### src/rtl/uart_rx_param.sv
// Oversampling UART receiver: 2-FF synchroniser, tick divider, 3-sample
// mid-bit majority vote, optional parity, 1 or 2 stop bits, and a
// valid/ready output holding one word with frame/parity/overrun status.
module uart_rx_param #(
  parameter int CLK_FREQ   = 100_000_000,
  parameter int BAUD_RATE  = 9_600,
  parameter int OVERSAMPLE = 16,
  parameter int DATA_BITS  = 8,
  parameter int PARITY     = 0,
  parameter int STOP_BITS  = 1
) (
  input  logic                 clk_fpga,
  input  logic                 reset,
  input  logic                 rxd,
  output logic [DATA_BITS-1:0] rx_data,
  output logic                 rx_valid,
  input  logic                 rx_ready,
  output logic                 frame_err,
  output logic                 parity_err,
  output logic                 overrun,
  output logic                 busy
);

  localparam int DIV   = CLK_FREQ / (BAUD_RATE * OVERSAMPLE);
  localparam int DIV_W = $clog2(DIV);
  localparam int SC_W  = $clog2(OVERSAMPLE);
  localparam int BI_W  = $clog2(DATA_BITS + 1);
  localparam int M     = OVERSAMPLE / 2;

  localparam logic [DIV_W-1:0] DIV_LAST = DIV_W'(DIV - 1);
  localparam logic [SC_W-1:0]  SC_M_LO  = SC_W'(M - 1);
  localparam logic [SC_W-1:0]  SC_M     = SC_W'(M);
  localparam logic [SC_W-1:0]  SC_M_HI  = SC_W'(M + 1);
  localparam logic [SC_W-1:0]  SC_LAST  = SC_W'(OVERSAMPLE - 1);
  localparam logic [BI_W-1:0]  BI_LAST  = BI_W'(DATA_BITS - 1);

  localparam logic [2:0] S_IDLE  = 3'd0;
  localparam logic [2:0] S_START = 3'd1;
  localparam logic [2:0] S_DATA  = 3'd2;
  localparam logic [2:0] S_PAR   = 3'd3;
  localparam logic [2:0] S_STOP  = 3'd4;

  logic                 rxd_m, rxd_s;
  logic [DIV_W-1:0]     div_cnt;
  logic                 tick;
  logic [2:0]           state;
  logic [SC_W-1:0]      sc;
  logic [BI_W-1:0]      bit_idx;
  logic                 stop_idx;
  logic                 stop_last;
  logic [DATA_BITS-1:0] shreg;
  logic                 perr_acc, ferr_acc;
  logic [1:0]           samp;
  logic                 vote;
  logic                 par_x;
  logic                 complete;

  assign tick      = (div_cnt == DIV_LAST);
  assign vote      = (samp[0] & samp[1]) | (samp[0] & rxd_s) | (samp[1] & rxd_s);
  assign par_x     = (^shreg) ^ vote;
  assign stop_last = (STOP_BITS == 1) || stop_idx;
  assign complete  = tick && (state == S_STOP) && (sc == SC_M_HI) && stop_last;
  assign busy      = (state != S_IDLE);

  // Two-flop synchroniser; resets to the idle line level.
  always_ff @(posedge clk_fpga) begin
    if (reset) begin
      rxd_m <= 1'b1;
      rxd_s <= 1'b1;
    end else begin
      rxd_m <= rxd;
      rxd_s <= rxd_m;
    end
  end

  // Free-running oversample tick divider.
  always_ff @(posedge clk_fpga) begin
    if (reset)     div_cnt <= '0;
    else if (tick) div_cnt <= '0;
    else           div_cnt <= div_cnt + 1'b1;
  end

  // Capture the two early vote samples; the third is the live synced bit at M+1.
  always_ff @(posedge clk_fpga) begin
    if (reset) begin
      samp <= 2'b11;
    end else if (tick) begin
      if (sc == SC_M_LO) samp[0] <= rxd_s;
      if (sc == SC_M)    samp[1] <= rxd_s;
    end
  end

  // Frame FSM: sample counter and bit index only move under explicit control.
  always_ff @(posedge clk_fpga) begin
    if (reset) begin
      state    <= S_IDLE;
      sc       <= '0;
      bit_idx  <= '0;
      stop_idx <= 1'b0;
      shreg    <= '0;
      perr_acc <= 1'b0;
      ferr_acc <= 1'b0;
    end else if (tick) begin
      case (state)
        S_IDLE: begin
          if (!rxd_s) begin
            state    <= S_START;
            sc       <= '0;
            bit_idx  <= '0;
            stop_idx <= 1'b0;
            perr_acc <= 1'b0;
            ferr_acc <= 1'b0;
          end
        end
        S_START: begin
          if (sc == SC_M_HI && vote) begin
            // glitch shorter than half a bit: not a real start
            state <= S_IDLE;
            sc    <= '0;
          end else if (sc == SC_LAST) begin
            state   <= S_DATA;
            sc      <= '0;
            bit_idx <= '0;
          end else begin
            sc <= sc + 1'b1;
          end
        end
        S_DATA: begin
          if (sc == SC_M_HI) shreg <= {vote, shreg[DATA_BITS-1:1]};
          if (sc == SC_LAST) begin
            sc <= '0;
            if (bit_idx == BI_LAST) begin
              bit_idx <= '0;
              state   <= (PARITY != 0) ? S_PAR : S_STOP;
            end else begin
              bit_idx <= bit_idx + 1'b1;
            end
          end else begin
            sc <= sc + 1'b1;
          end
        end
        S_PAR: begin
          if (sc == SC_M_HI) perr_acc <= (PARITY == 1) ? ~par_x : par_x;
          if (sc == SC_LAST) begin
            sc       <= '0;
            stop_idx <= 1'b0;
            state    <= S_STOP;
          end else begin
            sc <= sc + 1'b1;
          end
        end
        S_STOP: begin
          if (sc == SC_M_HI) begin
            if (!vote) ferr_acc <= 1'b1;
            if (stop_last) begin
              // finish mid stop bit so a following start edge is not missed
              state <= S_IDLE;
              sc    <= '0;
            end else begin
              sc <= sc + 1'b1;
            end
          end else if (sc == SC_LAST) begin
            sc       <= '0;
            stop_idx <= 1'b1;
          end else begin
            sc <= sc + 1'b1;
          end
        end
        default: begin
          state <= S_IDLE;
          sc    <= '0;
        end
      endcase
    end
  end

  // Output word register: load on completion if free, else flag overrun.
  always_ff @(posedge clk_fpga) begin
    if (reset) begin
      rx_valid   <= 1'b0;
      rx_data    <= '0;
      frame_err  <= 1'b0;
      parity_err <= 1'b0;
      overrun    <= 1'b0;
    end else if (complete) begin
      if (!rx_valid || rx_ready) begin
        rx_data    <= shreg;
        frame_err  <= ferr_acc | ~vote;
        parity_err <= (PARITY != 0) && perr_acc;
        overrun    <= 1'b0;
        rx_valid   <= 1'b1;
      end else begin
        overrun <= 1'b1;
      end
    end else if (rx_valid && rx_ready) begin
      rx_valid <= 1'b0;
      overrun  <= 1'b0;
    end
  end

endmodule

### config.mk
export PLATFORM = sky130hd
export DESIGN_NAME = uart_rx_param
export DESIGN_NICKNAME = d
export VERILOG_FILES = /design/src/rtl/uart_rx_param.sv
export SDC_FILE = /design/constraint.sdc
export NUM_CORES = 1
export LEC_CHECK = 0
export BUFFER_PORTS_ARGS = -buffer_cell sky130_fd_sc_hd__buf_2
export CORE_MARGIN = 1.5
export CORE_UTILIZATION = 26
export DETAILED_ROUTE_END_ITERATION = 8
export GPL_TIMING_DRIVEN = 0
export PLACE_DENSITY = 0.37
export SYNTH_ARGS = -nofsm -noshare
export SYNTH_HDL_FRONTEND = slang
export SYNTH_SLANG_ARGS = --single-unit
### constraint.sdc
create_clock -name clk_fpga -period 2.65 [get_ports clk_fpga]
set_input_delay 0.53 -clock clk_fpga [delete_from_list [all_inputs] [get_ports clk_fpga]]
set_output_delay 0.53 -clock clk_fpga [all_outputs]
set_load 0.03 [all_outputs]
==> reports/metrics.cfg, run 1 <==
[clock_tree]
cts_max_level = 2
clock_path_buffers = 2
cts_sinks = 45
cts_setup_buffers = 0
clk_latency_ns = 0.30
ctsResizeCount = 0
clk_pin_slew_worst_paths_ns = 0.10
cts_buffers = 5
tritoncts = yes
cts_root_buf = clkbuf_8
cts_hold_buf = 0

[sta]
slew_headroom = 0.5200
finalSetupTns_ns = 0
clock_skew_ns = 0.008655
fin_ws_ns = 0.3944
rsz0062_at_grt = no
finalHoldViolations = 0
setup_viol = 0
worstMarginPinSlew_ns = 0.7134
max_freq_mhz = 443.3
post-route-period-util = 0.8512
fin_crit_ns = 2.256
drv_slew = 0

[synth]
synthArstFlopShare = 0
synth_common_cells = dfxtp_1 (45), nor2_1 (33), mux2i_1 (20)
avgSynthCellArea_um2 = 9.233
synth-main-ff-cell = dfxtp_1
synth-seq-cells = 45
ys_types = 44
netlist.area_leader.share = 0.4455
synth.most_common_cell = dfxtp_1
yosys-top-cells-area = dfxtp_1 (45%), mux2i_1 (9.9%), nor2_1 (6.1%)
yosysTopAreaCell = dfxtp_1
synth_nets = 229
ys_warn_count = 0
synth_area_um2 = 2022
netlist_instances = 219
ys_seq_area_frac = 0.4455
synth_edf_count = 0

[worst_setup_path]
cp-end-kind = flip-flop
path_class = reg2reg
reg2reg_depth = 7
worst_r2r_endpoint = state[0]$_SDFFE_PP0P_
slowest_delay_ns = 0.42
cp.depth = 7
start_kind = flip-flop
worstPathRequired_ns = 2.89
cp_max_fo = 7
critical_path.startpoint = sc[0]$_SDFFE_PP0P_
cp_cell_sequence = ha_1 > nand3_2 > o31a_1 > or4_1 > buf_2 > or3_1 > a21oi_1
rr_startpoint = sc[0]$_SDFFE_PP0P_
cp_slowest_cell = dfxtp_1
critical-path-top-delay-family = simple AND/OR/NAND/NOR gates
rrSetupSlack_ns = 0.39
critical_path_buf_inv_count = 1
critical_path_arrival_ns = 2.49
setup.worst_path.end = state[0]$_SDFFE_PP0P_

[die]
ioPinCount = 17
core_area_um2 = 7370
initial_core_util = 0.2744
die_x_um = 91.19
die_y_um = 91.19
die-area_um2 = 8315
num_rows = 31

[pwr]
total_power_mw = 1.198
p_leak_nw = 0.9202
p_per_area_nw_per_um2 = 517.2
ir_drop_mv = 0.2333

[global_route]
antenna_found_initial = 0
first_global_vias = 1500
track_usage = 0.1110
overflow = 0
grt_max_degree = 16
grt_pass1_wl_um = 7389

[status]
status = complete, no violations

[placement]
place_inst = 332
dp_hpwl_um = 3029
place_ws_ns = 0.3923
gp_congestion = 0.7143
portBuffers = 14

[drt]
post_drt_wl_per_cell_um = 12.78
first_pass_iters = 4
vias = 1556
drc = 0
drt-total-wl_um = 4344
drt-initial-drc-count = 50
vias_per_cell = 4.576
ant_nets = 0

[run]
max-cap-violations = 0

[final_layout]
drive_above_1_share = 0.1328
area.sequential_um2 = 900.9
final_cells = 340
multi_input_area_um2 = 1054
final_util = 0.3143
syn_to_final_growth_pct = 14.54
antenna_cells = 0
fillers = 840
finalNetCount = 250

[worst_hold_path]
hp-class = in2reg

[power by group]
group	switching (mW)	internal, mW	leakage [nW]
Sequential	0.00544	0.681	0.363
Combinational	0.0194	0.0102	0.505
Clock	0.265	0.217	0.0518
[stage by stage]
| stage | instance area [µm²] | hold WS, ns |
|---|---|---|
| floorplan | 2022 | 0.3895 |
| CTS | 2316 | 0.3923 |
| global route | 2316 | 0.4031 |
| detailed placement | 2216 | 0.3964 |
| finish | 2316 | 0.4064 |
| global placement | 2216 | 0.3967 |
[registers in the layout, indices dropped and copies added (netlist names)]
signal,count
div_cnt,10
rx_data,8
shreg,8
bit_idx,4
sc,4
state,3
samp,2
ferr_acc,1
frame_err,1
overrun,1
rx_valid,1
rxd_m,1
rxd_s,1
[area by class of cell]
| class | count | share of cell area |
|---|---|---|
| Clock inverter | 2 | 0.007563 |
| Inverter | 6 | 0.009724 |
| Multi-Input combinational cell | 158 | 0.4549 |
| Timing Repair Buffer | 14 | 0.03025 |
| Sequential cell | 45 | 0.3890 |
| Clock buffer | 6 | 0.03566 |
| Buffer | 10 | 0.01945 |
| Tap cell | 99 | 0.05348 |
[metal layers]
| metal | wire (µm) | up-vias | GRT usage |
|---|---|---|---|
| met5 | 0 | - | 0 |
| met4 | 59 | 0 | 0.03906 |
| met3 | 133 | 7 | 0.02261 |
| met2 | 1850 | 22 | 0.1723 |
| met1 | 2301 | 717 | 0.1516 |
| li1 | - | 810 | - |
[layout by cell type, fill, tap and decap left out, types with 4 or more instances in the layout]
cell / synthesis / final
inv_1: 6 / 6
and3_1: 4 / 4
a31oi_1: 4 / 4
ha_1: 6 / 6
mux2i_1: 20 / 20
nand2_1: 12 / 12
clkbuf_1: 6 / 6
dfxtp_1: 45 / 45
nand2b_1: 4 / 4
nor2_1: 33 / 33
nand3b_1: 4 / 4
clkbuf_8: 0 / 6
a21oi_1: 10 / 10
xnor2_1: 5 / 5
buf_2: 3 / 17
nand3_1: 9 / 9
[how the worst min path moves through the flow]
| stage | from | endpoint | slack (ns) | depth (start not counted) |
|---|---|---|---|---|
| after floorplan | rxd_m$_SDFF_PP1_ | rxd_s$_SDFF_PP1_ | 0.39 | 1 |
| after global placement | rxd_m$_SDFF_PP1_ | rxd_s$_SDFF_PP1_ | 0.40 | 1 |
| after detailed placement | rxd_m$_SDFF_PP1_ | rxd_s$_SDFF_PP1_ | 0.40 | 1 |
| after CTS | rxd | rxd_m$_SDFF_PP1_ | 0.39 | 2 |
| after global routing | rx_ready | overrun$_SDFFE_PP0P_ | 0.40 | 2 |
| final | rxd | rxd_m$_SDFF_PP1_ | 0.41 | 2 |
[cells by family (layout without fill, tap and decap cells)]
kind of cell / after synthesis / in the layout / share of synthesized area
other: 1 / 1 / 0.001855
XOR/XNOR: 8 / 8 / 0.03465
multiplexers: 20 / 20 / 0.09901
buffers and inverters: 16 / 38 / 0.03341
AO/OA/AOI/OAI: 25 / 25 / 0.07797
adder cells (fa/ha/maj): 8 / 8 / 0.04703
AND/OR/NAND/NOR: 96 / 96 / 0.2605
flip-flops: 45 / 45 / 0.4455
No activity file was read; power rests on OpenSTA's default activity.
==> inputs of run 2 (changes only) <==
CORE_UTILIZATION = 50   (was 26)
PLACE_DENSITY = 0.65   (was 0.37)
==> reports/metrics.cfg, run 2 (same netlist as run 1, synthesis figures left out) <==
[sta]
finalHoldViolations = 0
setup_viol = 0
drv_slew = 0
clock_skew_ns = 0.009507
max_freq_mhz = 437.3
slew_headroom = 0.5411
rsz0062_at_grt = no
worstMarginPinSlew_ns = 0.6820
finalSetupTns_ns = 0
fin_crit_ns = 2.287
post-route-period-util = 0.8629

[clock_tree]
clock_path_buffers = 2
cts_hold_buf = 0
cts_root_buf = clkbuf_8
clk_pin_slew_worst_paths_ns = 0.08
cts_buffers = 5
ctsResizeCount = 0
clk_latency_ns = 0.30
cts_setup_buffers = 0
cts_max_level = 2
cts_sinks = 45
tritoncts = yes

[global_route]
grt_max_degree = 14
overflow = 0
grt_pass1_wl_um = 6727
first_global_vias = 1520
track_usage = 0.2048
antenna_found_initial = 0

[worst_setup_path]
rr_startpoint = sc[0]$_SDFFE_PP0P_
worstPathRequired_ns = 2.87
cp_cell_sequence = ha_1 > nand3_2 > maj3_1 > nor4_1 > nand4_1 > a21oi_1
cp_slowest_cell = nor4_1
critical_path_arrival_ns = 2.50
critical_path.startpoint = sc[0]$_SDFFE_PP0P_
start_kind = flip-flop
critical_path_buf_inv_count = 0
critical-path-top-delay-family = simple AND/OR/NAND/NOR gates
cp-end-kind = flip-flop
cp_max_fo = 7
slowest_delay_ns = 0.53
path_class = reg2reg

[pwr]
pwr-share-comb = 0.024
p_sw_uw = 246.4
p_leak_nw = 0.9225
sw_frac_of_total = 0.2034
internal_power_uw = 965.2
seq_power_share = 0.566
ir_drop_mv = 0.3904
total_power_mw = 1.212
clkPwrFrac = 0.409
p_per_area_nw_per_um2 = 537.1

[run]
max-cap-violations = 0

[die]
die_y_um = 66.59
num_rows = 22
core_area_um2 = 3771
ioPinCount = 17
die-area_um2 = 4434
die_x_um = 66.59
initial_core_util = 0.5362

[drt]
drc = 0
first_pass_iters = 4
drt-initial-drc-count = 62
post_drt_wl_per_cell_um = 13.80
drt-total-wl_um = 3974
vias_per_cell = 5.524
vias = 1591
ant_nets = 0

[final_layout]
layout_commonest_cell = dfxtp_1
drive_above_1_share = 0.1292
finalNetCount = 250
final_cells = 288
antenna_cells = 0
fillers = 310
layout_common_cells = dfxtp_1 (45), nor2_1 (33), mux2i_1 (20)
largest_reg_flops = 10
top_regs = div_cnt x10, rx_data x8, shreg x8
top_register = div_cnt
syn_to_final_growth_pct = 11.57

[worst_hold_path]
worstHoldStart = rxd_m$_SDFF_PP1_
hp-class = reg2reg

[placement]
dp_hpwl_um = 2851
place_inst = 281
portBuffers = 14
gp_congestion = 0.8140

[status]
status = complete, no violations

run 2: worst paths after layout:
kind | to | slack (ns) | depth (start not counted)
worst min register to register | rxd_s$_SDFF_PP1_ | 0.41 | 1
worst max-delay path | bit_idx[3]$_SDFFE_PP0P_ | 0.36 | 6
worst min-delay path | rxd_s$_SDFF_PP1_ | 0.41 | 1
worst max register to register | bit_idx[3]$_SDFFE_PP0P_ | 0.36 | 6
run 2: power by group through the flow:
stage | sequential, mW | clock [mW] | combinational [mW]
after global placement | 0.702 | 0 | 0.0288
final | 0.686 | 0.496 | 0.0296
after detailed placement | 0.702 | 0 | 0.0298
after floorplan | 0.701 | 0 | 0.0217
after CTS | 0.686 | 0.511 | 0.0299
after global routing | 0.687 | 0.534 | 0.0335
run 2: final cells by class:
cell class,count,area (µm²),area share
sequential,45,900.9,0.3993
clock inverter,2,35.03,0.01553
timing repair buffer,14,70.07,0.03106
tap,48,60.06,0.02662
buffer,10,45.04,0.01997
inverter,6,22.52,0.009983
multi-input combinational,158,1054,0.4670
clock buffer,5,68.82,0.03050
run 2: routing by layer:
layer	up-vias	track usage	share of wire
met5	-	0	0
met4	0	0.08418	0.013
met3	6	0.05574	0.047
li1	802	-	-
met2	29	0.3475	0.48
met1	754	0.2429	0.46
run 2: per-stage QoR:
stage | hold slack (ns) | cell area, µm² | worst slack [ns] | utilization
6_report | 0.4125 | 2256 | 0.3634 | 0.5982
5_1_grt | 0.4084 | 2256 | 0.1836 | 0.5982
4_1_cts | 0.4078 | 2256 | 0.3661 | 0.5982
3_5_place_dp | 0.3977 | 2152 | 0.3915 | 0.5707
3_3_place_gp | 0.3924 | 2152 | 0.4831 | 0.5707
2_1_floorplan | 0.3895 | 2022 | 0.6162 | -
